--- config.mk ---
export PLATFORM = sky130hd
export DESIGN_NAME = serial_subtractor
export DESIGN_NICKNAME = d
export VERILOG_FILES = /design/src/rtl/arith_pkg.sv /design/src/rtl/half_subtractor.sv /design/src/rtl/serial_subtractor.sv
export SDC_FILE = /design/constraint.sdc
export NUM_CORES = 1
export LEC_CHECK = 0
export CAP_MARGIN = 5
export CORE_MARGIN = 3
export CORE_UTILIZATION = 53
export CTS_BUF_LIST = sky130_fd_sc_hd__clkbuf_4
export CTS_CLUSTER_SIZE = 14
export DETAILED_ROUTE_END_ITERATION = 10
export GPL_ROUTABILITY_DRIVEN = 0
export PLACE_DENSITY = 0.93
export SETUP_SLACK_MARGIN = 0.02
export SLEW_MARGIN = 20
export SYNTH_ARGS = -nofsm -noshare
export SYNTH_HDL_FRONTEND = slang
export SYNTH_HIERARCHICAL = 1
export SYNTH_SLANG_ARGS = --single-unit
--- constraint.sdc ---
create_clock -name clk -period 1.4 [get_ports clk]
set_input_delay 0.35 -clock clk [delete_from_list [all_inputs] [get_ports clk]]
set_output_delay 0.35 -clock clk [all_outputs]
set_load 0.02 [all_outputs]
--- src/rtl/arith_pkg.sv ---
// Shared definitions for the bit-serial arithmetic cells: FSM states and default width.
package arith_pkg;

  localparam int DEFAULT_WIDTH = 8;

  typedef enum logic [1:0] {
    IDLE = 2'd0,
    RUN  = 2'd1,
    DONE = 2'd2
  } sub_state_e;

endpackage

--- src/rtl/half_subtractor.sv ---
// Gate-level half subtractor: D = x ^ y, Bo = ~x & y.
module half_subtractor (
  input  logic x,
  input  logic y,
  output logic D,
  output logic Bo
);

  logic x_n;

  xor g_diff   (D, x, y);
  not g_inv    (x_n, x);
  and g_borrow (Bo, x_n, y);

endmodule

--- src/rtl/serial_subtractor.sv ---
// Bit-serial unsigned subtractor, LSB first, one full-subtractor cell plus a borrow flop.
// Diff/Bout are registered and only change when a run completes (or on reset).
module serial_subtractor
  import arith_pkg::*;
#(
  parameter int WIDTH = DEFAULT_WIDTH
) (
  input  logic             clk,
  input  logic             rst,
  input  logic             start,
  input  logic [WIDTH-1:0] A,
  input  logic [WIDTH-1:0] B,
  output logic             busy,
  output logic             done,
  output logic [WIDTH-1:0] Diff,
  output logic             Bout
);

  localparam int CW = $clog2(WIDTH);
  localparam logic [CW-1:0] LAST = CW'(WIDTH - 1);

  sub_state_e       state_q, state_d;
  logic [WIDTH-1:0] a_sh_q, a_sh_d;
  logic [WIDTH-1:0] b_sh_q, b_sh_d;
  logic [WIDTH-1:0] res_q, res_d;
  logic [WIDTH-1:0] diff_q, diff_d;
  logic             borrow_q, borrow_d;
  logic             bout_q, bout_d;
  logic [CW-1:0]    cnt_q, cnt_d;

  // Full-subtractor cell built from two half subtractors
  logic d1, bo1, bit_d, bo2, bit_bo;

  half_subtractor u_hs1 (
    .x  (a_sh_q[0]),
    .y  (b_sh_q[0]),
    .D  (d1),
    .Bo (bo1)
  );

  half_subtractor u_hs2 (
    .x  (d1),
    .y  (borrow_q),
    .D  (bit_d),
    .Bo (bo2)
  );

  assign bit_bo = bo1 | bo2;

  always_ff @(posedge clk) begin
    if (rst) begin
      state_q  <= IDLE;
      a_sh_q   <= '0;
      b_sh_q   <= '0;
      res_q    <= '0;
      diff_q   <= '0;
      borrow_q <= 1'b0;
      bout_q   <= 1'b0;
      cnt_q    <= '0;
    end else begin
      state_q  <= state_d;
      a_sh_q   <= a_sh_d;
      b_sh_q   <= b_sh_d;
      res_q    <= res_d;
      diff_q   <= diff_d;
      borrow_q <= borrow_d;
      bout_q   <= bout_d;
      cnt_q    <= cnt_d;
    end
  end

  always_comb begin
    state_d = state_q;
    case (state_q)
      IDLE:    if (start) state_d = RUN;
      RUN:     if (cnt_q == LAST) state_d = DONE;
      DONE:    state_d = IDLE;
      default: state_d = IDLE;
    endcase
  end

  always_comb begin
    a_sh_d   = a_sh_q;
    b_sh_d   = b_sh_q;
    res_d    = res_q;
    diff_d   = diff_q;
    borrow_d = borrow_q;
    bout_d   = bout_q;
    cnt_d    = cnt_q;
    case (state_q)
      IDLE: begin
        if (start) begin
          a_sh_d   = A;
          b_sh_d   = B;
          res_d    = '0;
          borrow_d = 1'b0;
          cnt_d    = '0;
        end
      end
      RUN: begin
        a_sh_d   = a_sh_q >> 1;
        b_sh_d   = b_sh_q >> 1;
        res_d    = {bit_d, res_q[WIDTH-1:1]};
        borrow_d = bit_bo;
        // Counter saturates at the last bit index instead of wrapping
        if (cnt_q != LAST) begin
          cnt_d = cnt_q + CW'(1);
        end else begin
          diff_d = {bit_d, res_q[WIDTH-1:1]};
          bout_d = bit_bo;
        end
      end
      default: ;
    endcase
  end

  always_comb begin
    busy = (state_q != IDLE);
    done = (state_q == DONE);
    Diff = diff_q;
    Bout = bout_q;
  end

endmodule

==> impl_metrics.yaml, run 1 <==
run_status:
  outcome: "finished clean"
placement:
  dp_hpwl_um: 2390
  dpl.cell_count: 231
  port_buffers: 29
  place_ws_ns: -0.251
  post_dp_cell_area_um2: 1930
detailed_routing:
  drt_iter0_drc: 43
  routedWlPerCell_um: 16.2
  drt.antenna.violating_nets: 0
  drc: 0
  vias: 1394
  dr.pass1.iters: 5
  viasPerCell: 5.81
  wl_um: 3880
timing:
  fin_ws_ns: 0.0272
  fin_crit_sh_pct: 98.1
  slew_viol_final: 0
  hold_violations: 0
  fin_crit_ns: 1.37
  finalSetupTns_ns: 0
  tightest_slew_ns: 0.315
  clock_skew_ns: 0.0148
  rsz0062_at_grt: "true"
  relSlewSlack_pct: 79.0
  setup_violations: 0
  fmax_mhz: 728
final_layout:
  n_antenna_cell: 0
  fillers: 189
  fin_cells: 240
  area_growth_pct: 29.3
  stdcell_area_um2: 2080
  drive_gt1_share_pct: 24.4
  fin_nets: 231
setup_path:
  cpPeakStageDelay_ns: 0.35
  required_ns: 1.05
  arrival_ns: 1.02
  crit_path_max_fanout: 3
  critPathSlowestCell: "dfxtp_2"
  crit_start: "state_q[1]$_SDFFE_PP0P_"
  cp_num_buf_inv: 2
  reg2reg_from: "cnt_q[1]$_SDFFE_PP0P_"
  worstSetupEndpointType: "output port"
  crit_family: "flip-flops"
  crit_chain: "nor2_2, inv_1, buf_6"
  critical_path_class: "reg -> out"
  cp-start-kind: "flip-flop"
synth:
  avgSynthCellArea_um2: 9.30
  synthTopCellsByArea: "dfxtp_1 47%, mux2i_1 8.7%, a211oi_1 6.5%"
  netlist_area_um2: 1610
  syn_inst: 173
  ys_warn_count: 6
  syn-num-nets: 196
  seq_area_frac_synth_pct: 47.3
  netlist.area_leader.share_pct: 47.3
  synth_top_area_cell: "dfxtp_1"
  synth_seq_cells: 38
  synth_cell_type_count: 25
worst_hold_path:
  min_path_type: "reg -> reg"
  hold_start: "Diff[6]$_SDFFE_PP0P_"
grt:
  grt_pass1_wl_um: 5530
  antenna_found_initial: 0
  grt-ovfl-total: 0
  grt_use_total_pct: 20.3
  grt_pass1_vias: 1242
  grt_max_degree: 29
clocking:
  cts-root-buf: "clkbuf_4"
  cts-hold-fix-buffers: 0
  cts_buffers: 5
  cts.sinks: 38
  cts_tree: "built"
  clkLatencyLatePin_ns: 0.36
  clkTransAtPathRegs_ns: 0.12
  cts-htree-levels: 2
  clk_path_buf_depth: 2
power:
  combinationalPowerShare_pct: 13.3
  p_clk_share_pct: 38.9
  swShare_pct: 24.2
  p_switching_uw: 593
  power.internal_mw: 1.85
  cellPowerDensity_nw_per_um2: 1180
  seq_power_share_pct: 47.8
  vdd_drop_max_mv: 0.883
  p_leak_nw: 0.841
flow_run:
  drv_cap: 0
die:
  coreArea_um2: 2830
  start_util_pct: 56.9
  die_w_um: 61.1
  die_area_um2: 3730
  std_cell_rows: 19
  ios: 30
  die_h_um: 61.1
## routing by layer
metal,routed length [µm],track usage [%],part of all wire (%),up-vias
met5,0,0,0,-
met4,45,7.74,1.2,0
met3,184,5.66,4.7,5
met2,2010,35.8,52,35
met1,1640,23.1,42,676
li1,-,-,-,678
## logic make-up (layout without fill, tap and decap cells)
kind of cell	after synthesis	count (layout)	share of synthesized area (%)
AOI/OAI and AO/OA	41	42	17.7
adders and majority gates	4	4	3.11
buffers and inverters	19	54	7.23
DFF	38	38	47.3
muxes	14	14	8.71
and+or+nand+nor	57	57	15.9
## per-stage QoR
| step | hold slack, ns | power (mW) | util (%) |
|---|---|---|---|
| 2_1_floorplan | 0.441 | 1.39 | - |
| 3_3_place_gp | 0.444 | 1.46 | 68.1 |
| 3_5_place_dp | 0.453 | 1.48 | 68.1 |
| 4_1_cts | 0.467 | 2.42 | 72.4 |
| 5_1_grt | 0.489 | 2.52 | 73.6 |
| 6_report | 0.470 | 2.45 | 73.6 |
## final timing paths
check                                to  slack [ns]  cells past startpoint
setup / recovery                   busy        0.03                      3
hold reg to reg    Diff[6]$_SDFFE_PP0P_        0.47                      2
setup reg to reg  cnt_q[1]$_SDFFE_PP0P_        0.06                      6
hold / removal     Diff[6]$_SDFFE_PP0P_        0.47                      2
## state kept, by name, summed over array words and instances (netlist names)
signal and cells:
Bout 1, state_q 2, a_sh_q 8, cnt_q 3, res_q 7, b_sh_q 8, Diff 8, borrow_q 1
## area by class of cell
cell class	count	area (µm²)	share of cell area, %
Tap cell	31	38.8	1.86
Clock buffer	5	37.5	1.80
Multi-Input combinational cell	117	820	39.4
Clock inverter	3	68.8	3.31
Sequential cell	38	767	36.9
Inverter	6	22.5	1.08
Timing Repair Buffer	40	327	15.7
## cells in the final DEF, fill, tap and decap left out, types with 6 or more instances in the layout
cell / n
dfxtp_1: 33
nor2_1: 24
clkdlybuf4s50_1: 18
mux2i_1: 14
a211oi_1: 14
nand2_1: 13
buf_4: 12
a21oi_1: 10
clkbuf_2: 8
nand3_1: 7
a22oi_1: 6
## cell usage after synthesis
cell type / instances
buf_4: 2
nor4b_1: 1
nand2b_1: 4
dfxtp_1: 38
buf_2: 3
inv_1: 6
nand3b_2: 1
buf_8: 1
o21ai_0: 3
buf_6: 3
nand3_1: 8
nand2_1: 13
clkbuf_1: 4
a32oi_1: 2
o21bai_2: 1
nor3_1: 2
a21oi_1: 12
o31ai_1: 1
o21ba_4: 1
mux2i_1: 14
nor2_1: 25
a22oi_1: 7
a211oi_1: 14
ha_1: 4
nor2b_1: 3
## power groups by stage
stage	clock network (mW)	logic, mW	registers (mW)
global route	0.992	0.353	1.18
global placement	0	0.277	1.18
CTS	0.954	0.297	1.16
finish	0.952	0.325	1.17
detailed placement	0	0.291	1.19
floorplan	0	0.210	1.18
## tightest hold or removal path, stage by stage, from the launching register on
cell     delay (ns)
dfxtp_1        0.33
nand2_1        0.05
a21oi_1        0.05
## timing repair
| action | CTS | global route |
|---|---|---|
| gates resized for setup | 33 | 26 |
| pin swaps | 0 | 7 |
| endpoints found under the setup margin | 17 | 33 |
| gates cloned | 0 | 1 |
| buffers inserted | 0 | 0 |
Note: power is estimated with default switching activity, not from simulation.
==> run 2: changes to the inputs <==
==> constraint.sdc (replaced) <==
create_clock -name clk -period 1.5 [get_ports clk]
set_input_delay 0.375 -clock clk [delete_from_list [all_inputs] [get_ports clk]]
set_output_delay 0.375 -clock clk [all_outputs]
set_load 0.02 [all_outputs]
==> run 2 against run 1 <==
  * Cell area shrank 2.5%
  * Hold slack lost 0.011 ns
  * Power shrank 10%
  * Sequential power shrank 7%
  * Critical endpoint unchanged
  * Critical path depth is the same
==> impl_metrics.yaml, run 2 (same netlist as run 1, synthesis figures left out) <==
timing:
  fin_crit_sh_pct: 94.3
  setup_violations: 0
  rsz0062_at_grt: "false"
  holdWs_ns: 0.459
  clock_skew_ns: 0.00893
  slew_viol_final: 0
  fmax_mhz: 707
  tightest_slew_ns: 0.319
  relSlewSlack_pct: 78.7
  hold_violations: 0
  fin_crit_ns: 1.41
clocking:
  cts.sinks: 38
  cts_setup_buffers: 0
  cts_buffers: 5
  clkLatencyLatePin_ns: 0.34
  cts-root-buf: "clkbuf_4"
  cts-htree-levels: 2
  cts-hold-fix-buffers: 0
  cts_tree: "built"
  clk_path_buf_depth: 2
  clkTransAtPathRegs_ns: 0.10
placement:
  port_buffers: 29
  post_dp_cell_area_um2: 1910
  dpl.cell_count: 229
  dp_hpwl_um: 2330
power:
  seq_power_share_pct: 49.5
  vdd_drop_max_mv: 0.771
  p_switching_uw: 492
  power.internal_mw: 1.71
  swShare_pct: 22.4
  combinationalPowerShare_pct: 12.5
  power_mw: 2.20
  cellPowerDensity_nw_per_um2: 1080
  p_leak_nw: 0.832
  p_clk_share_pct: 38.1
die:
  coreArea_um2: 2830
  std_cell_rows: 19
  die_h_um: 61.1
  die_w_um: 61.1
  start_util_pct: 56.9
  ios: 30
  die_area_um2: 3730
grt:
  grt_max_degree: 29
  grt-ovfl-total: 0
  grt_use_total_pct: 19.2
  antenna_found_initial: 0
  grt_pass1_vias: 1277
  grt_pass1_wl_um: 5290
flow_run:
  drv_cap: 0
final_layout:
  fillers: 215
  final_cell_mix: "36 x dfxtp_1, 24 x nor2_1, 18 x clkdlybuf4s50_1"
  final_common_cell: "dfxtp_1"
  n_antenna_cell: 0
  fin_nets: 228
  area_growth_pct: 26.1
  stdcell_area_um2: 2030
  fin_cells: 237
  fin_util_pct: 71.7
  drive_gt1_share_pct: 13.6
detailed_routing:
  vias: 1318
  wl_um: 3400
  dr.pass1.iters: 4
  drt.antenna.violating_nets: 0
  drc: 0
  routedWlPerCell_um: 14.3
  drt_iter0_drc: 55
  viasPerCell: 5.56
setup_path:
  cpPeakStageDelay_ns: 0.36
  crit_chain: "nor2_4, inv_1, clkbuf_2"
  crit_path_max_fanout: 3
  cp-start-kind: "flip-flop"
  worstSetupEndpointType: "output port"
  critPathSlowestCell: "dfxtp_2"
  arrival_ns: 1.04
  required_ns: 1.12
  critical_path_class: "reg -> out"
worst_hold_path:
  min_path_type: "reg -> reg"
run_status:
  outcome: "finished clean"
[run 2: repair_timing]
| action | in CTS | in global routing |
|---|---|---|
| pin swaps | 0 | 1 |
| gates resized for setup | 16 | 10 |
| endpoints found under the setup margin | 14 | 8 |
| gates cloned | 0 | 0 |
[run 2: power groups by stage]
stage,clock [mW],sequential (mW),combinational (mW)
6_report,0.837,1.09,0.274
5_1_grt,0.897,1.09,0.303
4_1_cts,0.849,1.09,0.268
3_5_place_dp,0,1.11,0.266
3_3_place_gp,0,1.10,0.254
2_1_floorplan,0,1.10,0.196
[run 2: worst max-delay path: cells and delay by family, from the launching register on]
kind	cells	cell delay, ns
buf+inv	2	0.21
flops	1	0.36
simple gates	1	0.14
[run 2: final cells by class]
type	count	area, µm²	share of cell area (%)
multi-input combinational	116	763	37.6
inverter	6	22.5	1.11
clock inverter	3	63.8	3.15
timing repair buffer	38	339	16.7
tap	31	38.8	1.91
sequential	38	763	37.6
clock buffer	5	37.5	1.85
[run 2: worst paths after layout]
| path | depth (start not counted) | to | from | slack (ns) |
|---|---|---|---|---|
| setup / recovery | 3 | busy | state_q[1]$_SDFFE_PP0P_ | 0.09 |
| hold / removal | 2 | Diff[5]$_SDFFE_PP0P_ | Diff[5]$_SDFFE_PP0P_ | 0.46 |
| hold reg to reg | 2 | Diff[5]$_SDFFE_PP0P_ | Diff[5]$_SDFFE_PP0P_ | 0.46 |
| setup reg to reg | 5 | Bout$_SDFFE_PP0P_ | cnt_q[0]$_SDFFE_PP0P_ | 0.11 |
[run 2: through the flow]
stage	worst slack [ns]	TNS (ns)
2_1_floorplan	0.177	0
3_3_place_gp	-0.114	-1.51
3_5_place_dp	-0.174	-2.36
4_1_cts	-0.121	-0.121
5_1_grt	0.0197	0
6_report	0.0852	0
[run 2: per-layer routing]
layer,GRT usage [%],up-vias,part of all wire (%)
met5,0,-,0
li1,-,667,-
met2,34.6,35,54
met3,5.03,4,4.4
met4,8.05,0,1.1
met1,21.1,612,41
